==> config.mk <==
export PLATFORM = sky130hd
export DESIGN_NAME = serial_alu_ctrl_flat
export DESIGN_NICKNAME = d
export VERILOG_FILES = /design/src/rtl/serial_alu_ctrl_pkg.sv /design/src/rtl/serial_alu_ctrl_if.sv /design/src/rtl/serial_alu_ctrl_slice.sv /design/src/rtl/serial_alu_ctrl.sv /design/src/flat_wrapper.sv
export SDC_FILE = /design/constraint.sdc
export NUM_CORES = 1
export LEC_CHECK = 0
export CORE_ASPECT_RATIO = 0.9
export CORE_MARGIN = 2
export CORE_UTILIZATION = 40
export CTS_BUF_LIST = sky130_fd_sc_hd__clkbuf_4
export CTS_CLUSTER_DIAMETER = 30
export CTS_CLUSTER_SIZE = 30
export DETAILED_ROUTE_END_ITERATION = 16
export HOLD_SLACK_MARGIN = 0.06
export MAX_ROUTING_LAYER = met4
export PLACE_DENSITY = 0.66
export SYNTH_ARGS = -nofsm -noshare
export SYNTH_HDL_FRONTEND = slang
export SYNTH_SLANG_ARGS = --single-unit
==> constraint.sdc <==
create_clock -name clk -period 4.1 [get_ports clk]
set_input_delay 0.41 -clock clk [delete_from_list [all_inputs] [get_ports clk]]
set_output_delay 0.41 -clock clk [all_outputs]
set_load 0.005 [all_outputs]
==> src/rtl/serial_alu_ctrl_pkg.sv <==
// Shared constants for the bit-serial ALU: alu_ctrl codes, slice op field
// encodings and FSM state codes.
package alu_pkg;

  localparam logic [3:0] CTRL_AND = 4'b0000;
  localparam logic [3:0] CTRL_OR  = 4'b0001;
  localparam logic [3:0] CTRL_ADD = 4'b0010;
  localparam logic [3:0] CTRL_SUB = 4'b0110;
  localparam logic [3:0] CTRL_SLT = 4'b0111;
  localparam logic [3:0] CTRL_NOR = 4'b1100;

  localparam logic [1:0] OP_AND  = 2'b00;
  localparam logic [1:0] OP_OR   = 2'b01;
  localparam logic [1:0] OP_ADD  = 2'b10;
  localparam logic [1:0] OP_LESS = 2'b11;

  localparam logic [1:0] ST_IDLE = 2'd0;
  localparam logic [1:0] ST_RUN  = 2'd1;
  localparam logic [1:0] ST_FIN  = 2'd2;

endpackage

==> src/rtl/serial_alu_ctrl_if.sv <==
// Start/done request bus between the decode stage and the serial ALU sequencer.
interface serial_alu_ctrl_if #(parameter int WIDTH = 32);

  logic             start;
  logic [3:0]       alu_ctrl;
  logic [WIDTH-1:0] src_a;
  logic [WIDTH-1:0] src_b;
  logic             busy;
  logic             done;
  logic [WIDTH-1:0] result;
  logic             overflow;
  logic             zero;

  modport master (
    output start, alu_ctrl, src_a, src_b,
    input  busy, done, result, overflow, zero
  );

  modport slave (
    input  start, alu_ctrl, src_a, src_b,
    output busy, done, result, overflow, zero
  );

endinterface

==> src/rtl/serial_alu_ctrl_slice.sv <==
// Combinational 1-bit ALU slice: optional operand inversion, full adder and
// 4:1 result mux; set is the raw sum, overflow compares carry in and out.
module serial_alu_slice
  import alu_pkg::*;
(
  input  logic       a,
  input  logic       b,
  input  logic       less,
  input  logic       a_invert,
  input  logic       b_invert,
  input  logic       c_in,
  input  logic [1:0] op,
  output logic       result,
  output logic       c_out,
  output logic       set,
  output logic       overflow
);

  logic a_eff;
  logic b_eff;
  logic sum;

  assign a_eff    = a ^ a_invert;
  assign b_eff    = b ^ b_invert;
  assign sum      = a_eff ^ b_eff ^ c_in;
  assign c_out    = (a_eff & b_eff) | (c_in & (a_eff ^ b_eff));
  assign set      = sum;
  assign overflow = c_in ^ c_out;

  always_comb begin
    result = 1'b0;
    case (op)
      OP_AND:  result = a_eff & b_eff;
      OP_OR:   result = a_eff | b_eff;
      OP_ADD:  result = sum;
      OP_LESS: result = less;
      default: result = 1'b0;
    endcase
  end

endmodule

==> src/rtl/serial_alu_ctrl.sv <==
// Bit-serial ALU sequencer: drives one ALU slice LSB-first for WIDTH cycles.
// Define SERIAL_ALU_ZERO_FLAG_EN to build the registered zero flag.
module serial_alu_ctrl
  import alu_pkg::*;
#(
  parameter int WIDTH = 32
) (
  input  logic              clk,
  input  logic              rst_n,
  serial_alu_ctrl_if.slave  bus
);

  localparam int IDX_W = $clog2(WIDTH);
  localparam logic [IDX_W-1:0] LAST_IDX = IDX_W'(WIDTH - 1);

  logic [1:0]       state_q, state_d;
  logic [IDX_W-1:0] idx_q, idx_d;
  logic [WIDTH-1:0] a_q, a_d;
  logic [WIDTH-1:0] b_q, b_d;
  logic [3:0]       ctrl_q, ctrl_d;
  logic             carry_q, carry_d;
  logic [WIDTH-1:0] result_q, result_d;
  logic             ovf_q, ovf_d;
  logic             busy_q, busy_d;
  logic             done_q, done_d;
`ifdef SERIAL_ALU_ZERO_FLAG_EN
  logic             zero_q, zero_d;
`endif

  logic slice_res;
  logic slice_cout;
  logic slice_set;
  logic slice_ovf;

  serial_alu_slice u_slice (
    .a        (a_q[0]),
    .b        (b_q[0]),
    .less     (1'b0),
    .a_invert (ctrl_q[3]),
    .b_invert (ctrl_q[2]),
    .c_in     (carry_q),
    .op       (ctrl_q[1:0]),
    .result   (slice_res),
    .c_out    (slice_cout),
    .set      (slice_set),
    .overflow (slice_ovf)
  );

  always_comb begin
    state_d  = state_q;
    idx_d    = idx_q;
    a_d      = a_q;
    b_d      = b_q;
    ctrl_d   = ctrl_q;
    carry_d  = carry_q;
    result_d = result_q;
    ovf_d    = ovf_q;
`ifdef SERIAL_ALU_ZERO_FLAG_EN
    zero_d   = zero_q;
`endif
    case (state_q)
      ST_IDLE: begin
        if (bus.start) begin
          a_d     = bus.src_a;
          b_d     = bus.src_b;
          ctrl_d  = bus.alu_ctrl;
          carry_d = bus.alu_ctrl[2];
          idx_d   = '0;
          state_d = ST_RUN;
        end
      end
      ST_RUN: begin
        a_d      = a_q >> 1;
        b_d      = b_q >> 1;
        result_d = {slice_res, result_q[WIDTH-1:1]};
        carry_d  = slice_cout;
        idx_d    = idx_q + 1'b1;
        // Final result and flags are settled on entry to FIN so they are valid alongside done.
        if (idx_q == LAST_IDX) begin
          idx_d   = '0;
          ovf_d   = slice_ovf;
          state_d = ST_FIN;
          if (ctrl_q[1:0] == OP_LESS) begin
            result_d = {{(WIDTH-1){1'b0}}, slice_set ^ slice_ovf};
          end
`ifdef SERIAL_ALU_ZERO_FLAG_EN
          zero_d = ~|result_d;
`endif
        end
      end
      ST_FIN:  state_d = ST_IDLE;
      default: state_d = ST_IDLE;
    endcase
    busy_d = (state_d != ST_IDLE);
    done_d = (state_d == ST_FIN);
  end

  always_ff @(posedge clk) begin
    if (!rst_n) begin
      state_q  <= ST_IDLE;
      idx_q    <= '0;
      a_q      <= '0;
      b_q      <= '0;
      ctrl_q   <= '0;
      carry_q  <= 1'b0;
      result_q <= '0;
      ovf_q    <= 1'b0;
      busy_q   <= 1'b0;
      done_q   <= 1'b0;
`ifdef SERIAL_ALU_ZERO_FLAG_EN
      zero_q   <= 1'b0;
`endif
    end else begin
      state_q  <= state_d;
      idx_q    <= idx_d;
      a_q      <= a_d;
      b_q      <= b_d;
      ctrl_q   <= ctrl_d;
      carry_q  <= carry_d;
      result_q <= result_d;
      ovf_q    <= ovf_d;
      busy_q   <= busy_d;
      done_q   <= done_d;
`ifdef SERIAL_ALU_ZERO_FLAG_EN
      zero_q   <= zero_d;
`endif
    end
  end

  assign bus.busy     = busy_q;
  assign bus.done     = done_q;
  assign bus.result   = result_q;
  assign bus.overflow = ovf_q;
`ifdef SERIAL_ALU_ZERO_FLAG_EN
  assign bus.zero     = zero_q;
`else
  assign bus.zero     = 1'b0;
`endif

endmodule

==> src/flat_wrapper.sv <==
// flat-port wrapper written by rule: the top's interface ports become plain ports
module serial_alu_ctrl_flat import alu_pkg::*;
#(
  parameter int WIDTH = 32
)
  (clk, rst_n, bus_start, bus_alu_ctrl, bus_src_a, bus_src_b, bus_busy, bus_done, bus_result, bus_overflow, bus_zero);
  serial_alu_ctrl_if #(.WIDTH(WIDTH)) bus_i ();
  input  logic clk;
  input  logic rst_n;
  input wire logic [$bits(bus_i.start)-1:0] bus_start;
  input wire logic [$bits(bus_i.alu_ctrl)-1:0] bus_alu_ctrl;
  input wire logic [$bits(bus_i.src_a)-1:0] bus_src_a;
  input wire logic [$bits(bus_i.src_b)-1:0] bus_src_b;
  output wire logic [$bits(bus_i.busy)-1:0] bus_busy;
  output wire logic [$bits(bus_i.done)-1:0] bus_done;
  output wire logic [$bits(bus_i.result)-1:0] bus_result;
  output wire logic [$bits(bus_i.overflow)-1:0] bus_overflow;
  output wire logic [$bits(bus_i.zero)-1:0] bus_zero;
  assign bus_i.start = bus_start;
  assign bus_i.alu_ctrl = bus_alu_ctrl;
  assign bus_i.src_a = bus_src_a;
  assign bus_i.src_b = bus_src_b;
  assign bus_busy = bus_i.busy;
  assign bus_done = bus_i.done;
  assign bus_result = bus_i.result;
  assign bus_overflow = bus_i.overflow;
  assign bus_zero = bus_i.zero;
  serial_alu_ctrl #(.WIDTH(WIDTH)) u_core (.clk(clk), .rst_n(rst_n), .bus(bus_i));
endmodule
### Yosys cells after proc, flatten, opt, wreduce, memory -nomap -nowiden

Cells that the tools add are included.

| word-level totals | value |
|---|---|
| word-level logic and storage cells | 50 |
| flip-flop bits (word level) | 111 |
| input bits | 71 |
| output and inout bits | 36 |

| operators by class | value |
|---|---|
| reduce and logical (&&, ||, !) cells | 7 |
| multiplexer cells | 15 |
| add/sub/neg operators | 1 |
| bitwise gates (word level) | 10 |
| eq/ne operators | 7 |

Operators with widths:

| kind | count |
|---|---|
| two-way mux 32 bit | 4 |
| one-hot mux 32 bit (2 select lines) | 2 |
| two-way mux 5 bit | 2 |
| one-hot mux 5 bit (2 select lines) | 1 |
| equality test 2 bit (second input constant) | 3 |
| AND reduction 2 bit | 3 |
| bitwise XOR 1 bit | 6 |
| adder 5 x 1 -> 5 bit (second input constant) | 1 |
| equality test 5 bit (second input constant) | 1 |
| equality test 2 x 1 -> 1 bit (second input constant) | 2 |
| logical NOT 2 bit | 2 |
| two-way mux 2 bit | 2 |
| one-hot mux 1 bit (4 select lines) | 1 |
| one-hot mux 2 bit (2 select lines) | 1 |
| nonzero test 2 bit | 2 |
| bitwise AND 1 bit | 2 |
| inequality test 2 bit (second input constant) | 1 |
| OR 1 bit | 2 |
| one-hot mux 1 bit (2 select lines) | 1 |
| two-way mux 1 bit | 1 |

### Depth between registers and ports, before layout

Gate-level depths: netlist of the first run.

| logic depth | value |
|---|---|
| depth after elaboration | 8 |
| gate-level depth with buffers | 8 |
| depth with buffers taken out | 6 |

### Hierarchy

Synthesis of the first run repeated with hierarchy kept, for this count alone.

| second synthesis, totals | value |
|---|---|
| cells, all modules | 567 |
| area, all modules | 4678.2 um^2 |

By module, submodules not included:

| module | instances | area each (um^2) | cells an instance | seq. area each (um^2) |
|---|---|---|---|---|
| serial_alu_ctrl | 1 | 4561.9 | 554 | 2222.1 |
| serial_alu_slice | 1 | 116.4 | 13 | 0.0 |

### Worst setup path after synthesis of the first run

OpenSTA, ideal clock, no wires.

| path | value |
|---|---|
| kind | reg2reg |
| start | register u_core.idx_q[0] |
| end | register u_core.result_q[30], in the netlist u_core.bus.result[30] |
| clock period less this slack | 1.762 ns |
| path slack | 2.338 ns |
| required time | 4.029 ns |
| buffers on the path | 2 |
| data arrival time | 1.692 ns |
| cell stages (with the launch flop) | 9 |
| library setup time | 0.071 ns |
| cells stage by stage | dfxtp_1 -> ha_1 -> and3_1 -> ha_1 -> clkbuf_1 -> nand3_1 -> clkbuf_1 -> nand3_1 -> a21oi_1 |

| between the ends | value |
|---|---|
| word-level cells in the longest chain between the ends | 2 |

Ends and longest elaborated chain:

| element | line | text |
|---|---|---|
| start, declared | serial_alu_ctrl.sv:17 | `logic [IDX_W-1:0] idx_q, idx_d;` |
| start signal, assigned | serial_alu_ctrl.sv:115 | `idx_q <= idx_d;` |
| equality test 5 bit | serial_alu_ctrl.sv:79 | `if (idx_q == LAST_IDX) begin` |
| two-way mux 32 bit | serial_alu_ctrl.sv:79 |  |
| end signal, assigned | serial_alu_ctrl.sv:120 | `result_q <= result_d;` |
| end, declared | serial_alu_ctrl.sv:22 | `logic [WIDTH-1:0] result_q, result_d;` |

No other way between the ends.
A chain may end at the register's enable or synchronous reset.

### Final worst setup path of the first run

| path | value |
|---|---|
| start | register u_core.idx_q[0] |
| end | register u_core.result_q[0], in the netlist u_core.bus.result[0] |

The elaborated chain is that of the path after synthesis.

==> impl_metrics.py, run 1 <==
metrics = {
    "floorplan": {
        "floorplan.die.height_um": 106,
        "start_util_pct": 40.8,
        "ios": 107,
        "die_area_um2": 12400,
        "core_um2": 11300,
        "fp.dieW_um": 117,
        "std_cell_rows": 37,
    },
    "clocking": {
        "clk_latency_ns": 0.47,
        "clockBufferDepth": 2,
        "cts_hold_buf": 0,
        "cts-buffers-inserted": 9,
        "cts_setup_buffers": 0,
        "post_cts_resized": 0,
        "htreeDepth": 3,
        "cts.clk_slew.worst_paths_ns": 0.18,
        "cts_sinks": 111,
        "tritoncts": "done",
        "cts_root_buf": "clkbuf_4",
    },
    "global_route": {
        "grtUsageTotal_pct": 18.0,
        "grt.overflow.total": 0,
        "grt_pass1_wl_um": 18100,
        "grt_pass1_vias": 3745,
        "antenna_found_initial": 0,
        "grt_max_degree": 102,
    },
    "pwr": {
        "internal-power_mw": 1.42,
        "p_per_area_nw_per_um2": 343,
        "p_leak_nw": 2.11,
        "pwr-share-comb_pct": 14.3,
        "seq_power_share_pct": 59.4,
        "p_switching_uw": 563,
        "clockPowerShare_pct": 26.3,
        "p_sw_share_pct": 28.5,
        "irDropWorstVdd_uv": 165,
    },
    "place": {
        "io_buffers": 105,
        "dp.cells": 781,
        "dp_slack_ns": 1.45,
        "hpwl_um": 6530,
        "gp_congestion": 0.768,
        "dpl_cell_area_um2": 5640,
    },
    "synth": {
        "yosys.area_share.simple_pct": 23.9,
        "syn_inst": 569,
        "ys_warn_count": 0,
        "ys_ff_latch": 111,
        "synth_top_area_share_pct": 48.1,
        "synth_xor_area_share_pct": 0.568,
        "synth_top_family_by_area": "simple AND/OR/NAND/NOR gates",
        "synthDistinctLibCells": 35,
        "synth.area.mux_share_pct": 1.30,
        "synth_fp_nets": 646,
        "synthTopCellsByArea": "dfxtp_1 48%, nand2_1 13%, a311oi_1 12%, nor2_1 5.9%, a21oi_1 3.7%",
        "syn_area_um2": 4620,
        "synth_area_per_cell_um2": 8.13,
        "yosysTopAreaCell": "dfxtp_1",
        "synthAdderAreaFrac_pct": 1.95,
        "ys_seq_area_share_pct": 48.1,
        "synth-compound-area-share_pct": 17.9,
    },
    "critical_path": {
        "end_kind": "flop",
        "path_class": "flop to flop",
        "crit_arrival_ns": 2.98,
        "cp_data_required_time_ns": 4.42,
        "crit_path_max_fanout": 31,
        "cp-start-kind": "flop",
    },
    "layout": {
        "drive_gt1_share_pct": 4.06,
        "utilization_pct": 50.8,
        "design_area_um2": 5760,
        "area_growth_pct": 24.6,
        "diodes": 0,
        "layout.cells.non_filler": 797,
        "fin_nets": 713,
    },
    "drt": {
        "wl_um": 10700,
        "drtIter0Drc": 378,
        "via_per_inst": 5.13,
        "first_pass_iters": 5,
        "routedWlPerCell_um": 13.4,
        "drc": 0,
        "via_count": 4090,
        "antenna_left": 0,
    },
    "job": {
        "cap_violations": 0,
    },
    "timing": {
        "fin_ws_ns": 1.44,
        "timing.final.crit_period_ns": 2.66,
        "fin_setup_tns_ns": 0,
        "relSlewSlack_pct": 19.4,
        "skew_ns": 0.0208,
        "finalCritPeriodShare_pct": 65.0,
        "rsz0062_at_grt": "no",
        "slew_viol_final": 0,
        "setup_viol_count_final": 0,
        "worst_slew_pin_slew_ns": 1.21,
        "max_freq_mhz": 375,
        "hold_viol_final": 0,
    },
    "worst_hold_path": {
        "hp-class": "flop to flop",
    },
    "run_status": {
        "status": "complete, no violations",
    },
}
[power by group through the flow]
stage               Sequential [mW]  Combinational, mW  Clock (mW)
global placement               1.20              0.279           0
finish                         1.18              0.284       0.519
CTS                            1.18              0.287       0.543
floorplan                      1.19              0.190           0
global route                   1.19              0.321       0.581
detailed placement             1.20              0.285           0
[cells by family (layout without fill, tap and decap cells)]
group,Yosys count,in the layout
buf+inv,57,129
compound gates,110,110
other cells,1,1
xor+xnor,3,3
flops,111,111
mux,6,6
fa+ha+maj,6,6
simple gates,275,275
[critical path, stage by stage, from the launching register on]
cell,delay (ns)
dfxtp_1,0.42
ha_1,0.20
and3_1,0.16
ha_1,0.30
nand3_1,0.88
mux2i_1,0.46
o31ai_1,0.09
[cells in the final DEF, fill, tap and decap left out, types with 2 or more instances in the layout]
master / Yosys / layout
nand2_1: 158 / 158
dfxtp_1: 111 / 111
clkdlybuf4s50_1: 0 / 105
nor2_1: 73 / 73
a311oi_1: 64 / 64
a21oi_1: 34 / 34
nand3_1: 33 / 33
clkbuf_4: 0 / 10
mux2i_1: 6 / 6
inv_1: 4 / 4
nor3_1: 4 / 4
a22oi_1: 4 / 4
ha_1: 4 / 4
clkinv_2: 0 / 3
buf_4: 10 / 3
xnor2_1: 2 / 2
and3_1: 2 / 2
fa_1: 2 / 2
inv_8: 0 / 2
[cells in the mapped netlist (all sizes together)]
library cell / n
o31ai: 1
or3: 1
or2: 1
a211oi: 1
clkbuf: 18
buf: 34
xor2: 1
o21bai: 1
nor3: 4
a31oi: 1
nand2b: 1
inv: 5
nand3: 33
o311a: 1
mux2i: 6
fa: 2
dfxtp: 111
a21oi: 34
o221a: 1
and2b: 1
o21ai: 1
and3: 2
a22oi: 4
xnor2: 2
nand2: 158
conb: 1
o21ba: 1
ha: 4
a311oi: 64
nor3b: 1
nor2: 73
[state kept, by name, indices dropped and copies added (netlist names)]
register,cells
u_core.bus.busy,1
u_core.ctrl_q,4
u_core.bus.result,32
u_core.carry_q,1
u_core.a_q,32
u_core.bus.overflow,1
u_core.idx_q,5
u_core.state_q,2
u_core.bus.done,1
u_core.b_q,32
[through the flow]
stage,power [mW],hold WS [ns]
3_3_place_gp,1.48,0.459
6_report,1.98,0.474
3_5_place_dp,1.48,0.462
5_1_grt,2.09,0.447
4_1_cts,2.01,0.465
2_1_floorplan,1.38,0.455
[worst paths after layout]
check	start	to	slack, ns	cells past startpoint
worst max-delay path	u_core.idx_q[0]	u_core.bus.result[0]	1.44	6
worst min-delay path	u_core.b_q[30]	u_core.b_q[29]	0.47	2
worst max register to register	u_core.idx_q[0]	u_core.bus.result[0]	1.44	6
worst min register to register	u_core.b_q[30]	u_core.b_q[29]	0.47	2
[per-layer routing]
layer | track usage, % | vias to the layer above | part of all wire, %
met3 | 4.83 | 7 | 5.0
met4 | 4.73 | 0 | 0.83
met2 | 25.2 | 101 | 44
li1 | - | 2095 | -
met5 | - | - | 0
met1 | 25.5 | 1887 | 50
[area by class of cell]
class                           count  area (um2)
Clock buffer                       10        75.1
Inverter                            5        20.0
Sequential cell                   111        2220
Fill cell                        1079        5580
Tap cell                          156         195
Timing Repair Buffer              108        1070
Multi-Input combinational cell    401        2130
Clock inverter                      6        50.0
No activity file was read; power rests on OpenSTA's default activity.
==> run 2: changes to the inputs <==
--- a/config.mk
+++ b/config.mk
@@ -14,7 +14,7 @@
 export DETAILED_ROUTE_END_ITERATION = 16
 export HOLD_SLACK_MARGIN = 0.06
 export MAX_ROUTING_LAYER = met4
-export PLACE_DENSITY = 0.66
+export PLACE_DENSITY = 0.69
 export SYNTH_ARGS = -nofsm -noshare
 export SYNTH_HDL_FRONTEND = slang
 export SYNTH_SLANG_ARGS = --single-unit
==> constraint.sdc (replaced) <==
create_clock -name clk -period 2.3 [get_ports clk]
set_input_delay 0.23 -clock clk [delete_from_list [all_inputs] [get_ports clk]]
set_output_delay 0.23 -clock clk [all_outputs]
set_load 0.005 [all_outputs]
==> run 2 against run 1 <==
Core utilization grew 1.0 points. Fmax grew 36%. Non-clock buffer count grew 6. Sequential share of layout area shrank 0.77 points. Total power grew 80%. Global-route usage grew 0.13 points. Clock skew is essentially flat. Final cell count grew 0.75%. First-iteration DRC count shrank 5.8%. Largest power group unchanged.
==> impl_metrics.py, run 2 (synthesized netlist as in run 1, its figures left out) <==
metrics = {
    "run_status": {
        "status": "complete, no violations",
    },
    "drt": {
        "drc": 0,
        "via_per_inst": 5.18,
        "antenna_left": 0,
        "first_pass_iters": 4,
        "drtIter0Drc": 356,
        "wl_um": 10900,
        "routedWlPerCell_um": 13.6,
        "via_count": 4158,
    },
    "global_route": {
        "grt.overflow.total": 0,
        "grt_max_degree": 75,
        "grt_pass1_vias": 3900,
        "grt_pass1_wl_um": 18200,
        "antenna_found_initial": 0,
        "grtUsageTotal_pct": 18.1,
    },
    "critical_path": {
        "path_class": "flop to flop",
        "crit_chain": "ha_1, and3_1, ha_1, nand3_1, buf_4, nand3_1, a21oi_1",
        "crit_path_max_fanout": 30,
        "end_kind": "flop",
        "crit_arrival_ns": 2.35,
        "critical_path.max_stage_delay_ns": 0.37,
        "crit_slowest_cell": "dfxtp_1",
        "cp_data_required_time_ns": 2.70,
        "cp-start-kind": "flop",
    },
    "layout": {
        "fin_nets": 719,
        "diodes": 0,
        "design_area_um2": 5880,
        "area_growth_pct": 27.1,
        "drive_gt1_share_pct": 4.95,
        "final_common_cell": "nand2_1",
        "layout.cells.non_filler": 803,
        "mostFrequentLayoutCells": "158 x nand2_1, 111 x dfxtp_1, 105 x clkdlybuf4s50_1",
    },
    "clocking": {
        "cts_hold_buf": 0,
        "cts_setup_buffers": 0,
        "post_cts_resized": 0,
        "cts-buffers-inserted": 9,
        "cts.clk_slew.worst_paths_ns": 0.19,
        "cts_root_buf": "clkbuf_4",
        "htreeDepth": 3,
        "tritoncts": "done",
        "clk_latency_ns": 0.47,
        "clockBufferDepth": 2,
        "cts_sinks": 111,
    },
    "timing": {
        "finalCritPeriodShare_pct": 85.1,
        "timing.final.crit_period_ns": 1.96,
        "setup_viol_count_final": 0,
        "rsz0062_at_grt": "no",
        "fin_setup_tns_ns": 0,
        "worst_slew_pin_slew_ns": 0.600,
        "holdWs_ns": 0.305,
        "hold_viol_final": 0,
        "relSlewSlack_pct": 59.9,
        "slew_viol_final": 0,
        "skew_ns": 0.0212,
        "fin_ws_ns": 0.343,
        "max_freq_mhz": 511,
    },
    "pwr": {
        "p_per_area_nw_per_um2": 607,
        "p_leak_nw": 2.16,
        "irDropWorstVdd_uv": 281,
    },
    "floorplan": {
        "core_um2": 11300,
        "start_util_pct": 40.8,
        "die_area_um2": 12400,
        "fp.dieW_um": 117,
        "std_cell_rows": 37,
        "ios": 107,
        "floorplan.die.height_um": 106,
    },
    "place": {
        "hpwl_um": 7140,
        "dp_slack_ns": 0.387,
        "dpl_cell_area_um2": 5740,
        "gp_congestion": 0.788,
        "io_buffers": 105,
        "dp.cells": 787,
    },
    "worst_hold_path": {
        "hp-class": "input pin to flop",
    },
    "job": {
        "cap_violations": 0,
    },
}
==> run 2: changes by cell type in the layout (fill, tap and decap cells not counted) <==
cell,delta
buf_12,+5
buf_4,+1
clkbuf_4,-1
clkinv_2,-1
clkinv_4,+1
clkinv_8,+1
inv_6,+1
inv_8,-1
==> run 2: layout make-up <==
cell class                 count  area, um2
fill                        1083       5460
clock buffer                   9       67.6
timing repair buffer         114       1180
sequential                   111       2220
inverter                       5       20.0
clock inverter                 7       67.6
tap                          156        195
multi-input combinational    401       2130
==> run 2: routing by layer <==
layer  track usage (%)  routed length, um  vias to the layer above
met5                 -                  0                        -
met4              5.34                145                        0
met3              5.58                586                       12
met2              28.2               5160                       98
met1              22.8               4990                     1943
li1                  -                  -                     2105
==> run 2: stage by stage <==
step / utilization (%) / power (mW)
5_1_grt: 51.8 / 3.75
3_3_place_gp: 50.6 / 2.65
6_report: 51.8 / 3.57
4_1_cts: 51.8 / 3.61
3_5_place_dp: 50.6 / 2.67
2_1_floorplan: - / 2.46
==> run 2: final timing paths <==
| path | startpoint | endpoint | slack [ns] | depth (start not counted) |
|---|---|---|---|---|
| max | u_core.idx_q[0] | u_core.bus.result[9] | 0.34 | 7 |
| min reg2reg | u_core.b_q[26] | u_core.b_q[25] | 0.48 | 2 |
| min | bus_src_a[21] | u_core.a_q[21] | 0.30 | 3 |
| max reg2reg | u_core.idx_q[0] | u_core.bus.result[9] | 0.34 | 7 |
==> run 2: report_power, final <==
group          internal [mW]  switching (mW)
registers               2.03          0.0640
logic                  0.254           0.275
clock network          0.250           0.689
total                   2.54            1.03
==> run 2: critical path, delay by kind of cell, from the launching register on <==
kind	cells	cell delay, ns
AOI/OAI and AO/OA	1	0.19
adders and majority gates	2	0.53
buffers and inverters	1	0.32
DFF	1	0.37
and+or+nand+nor	3	0.48
==> run 3: changes to the inputs <==
--- a/config.mk
+++ b/config.mk
@@ -12,7 +12,6 @@
 export CTS_CLUSTER_DIAMETER = 30
 export CTS_CLUSTER_SIZE = 30
 export DETAILED_ROUTE_END_ITERATION = 16
-export HOLD_SLACK_MARGIN = 0.06
 export MAX_ROUTING_LAYER = met4
 export PLACE_DENSITY = 0.69
 export SYNTH_ARGS = -nofsm -noshare
==> results of run 3 <==
The final DEF is identical to that of run 2; final timing and power are the same.
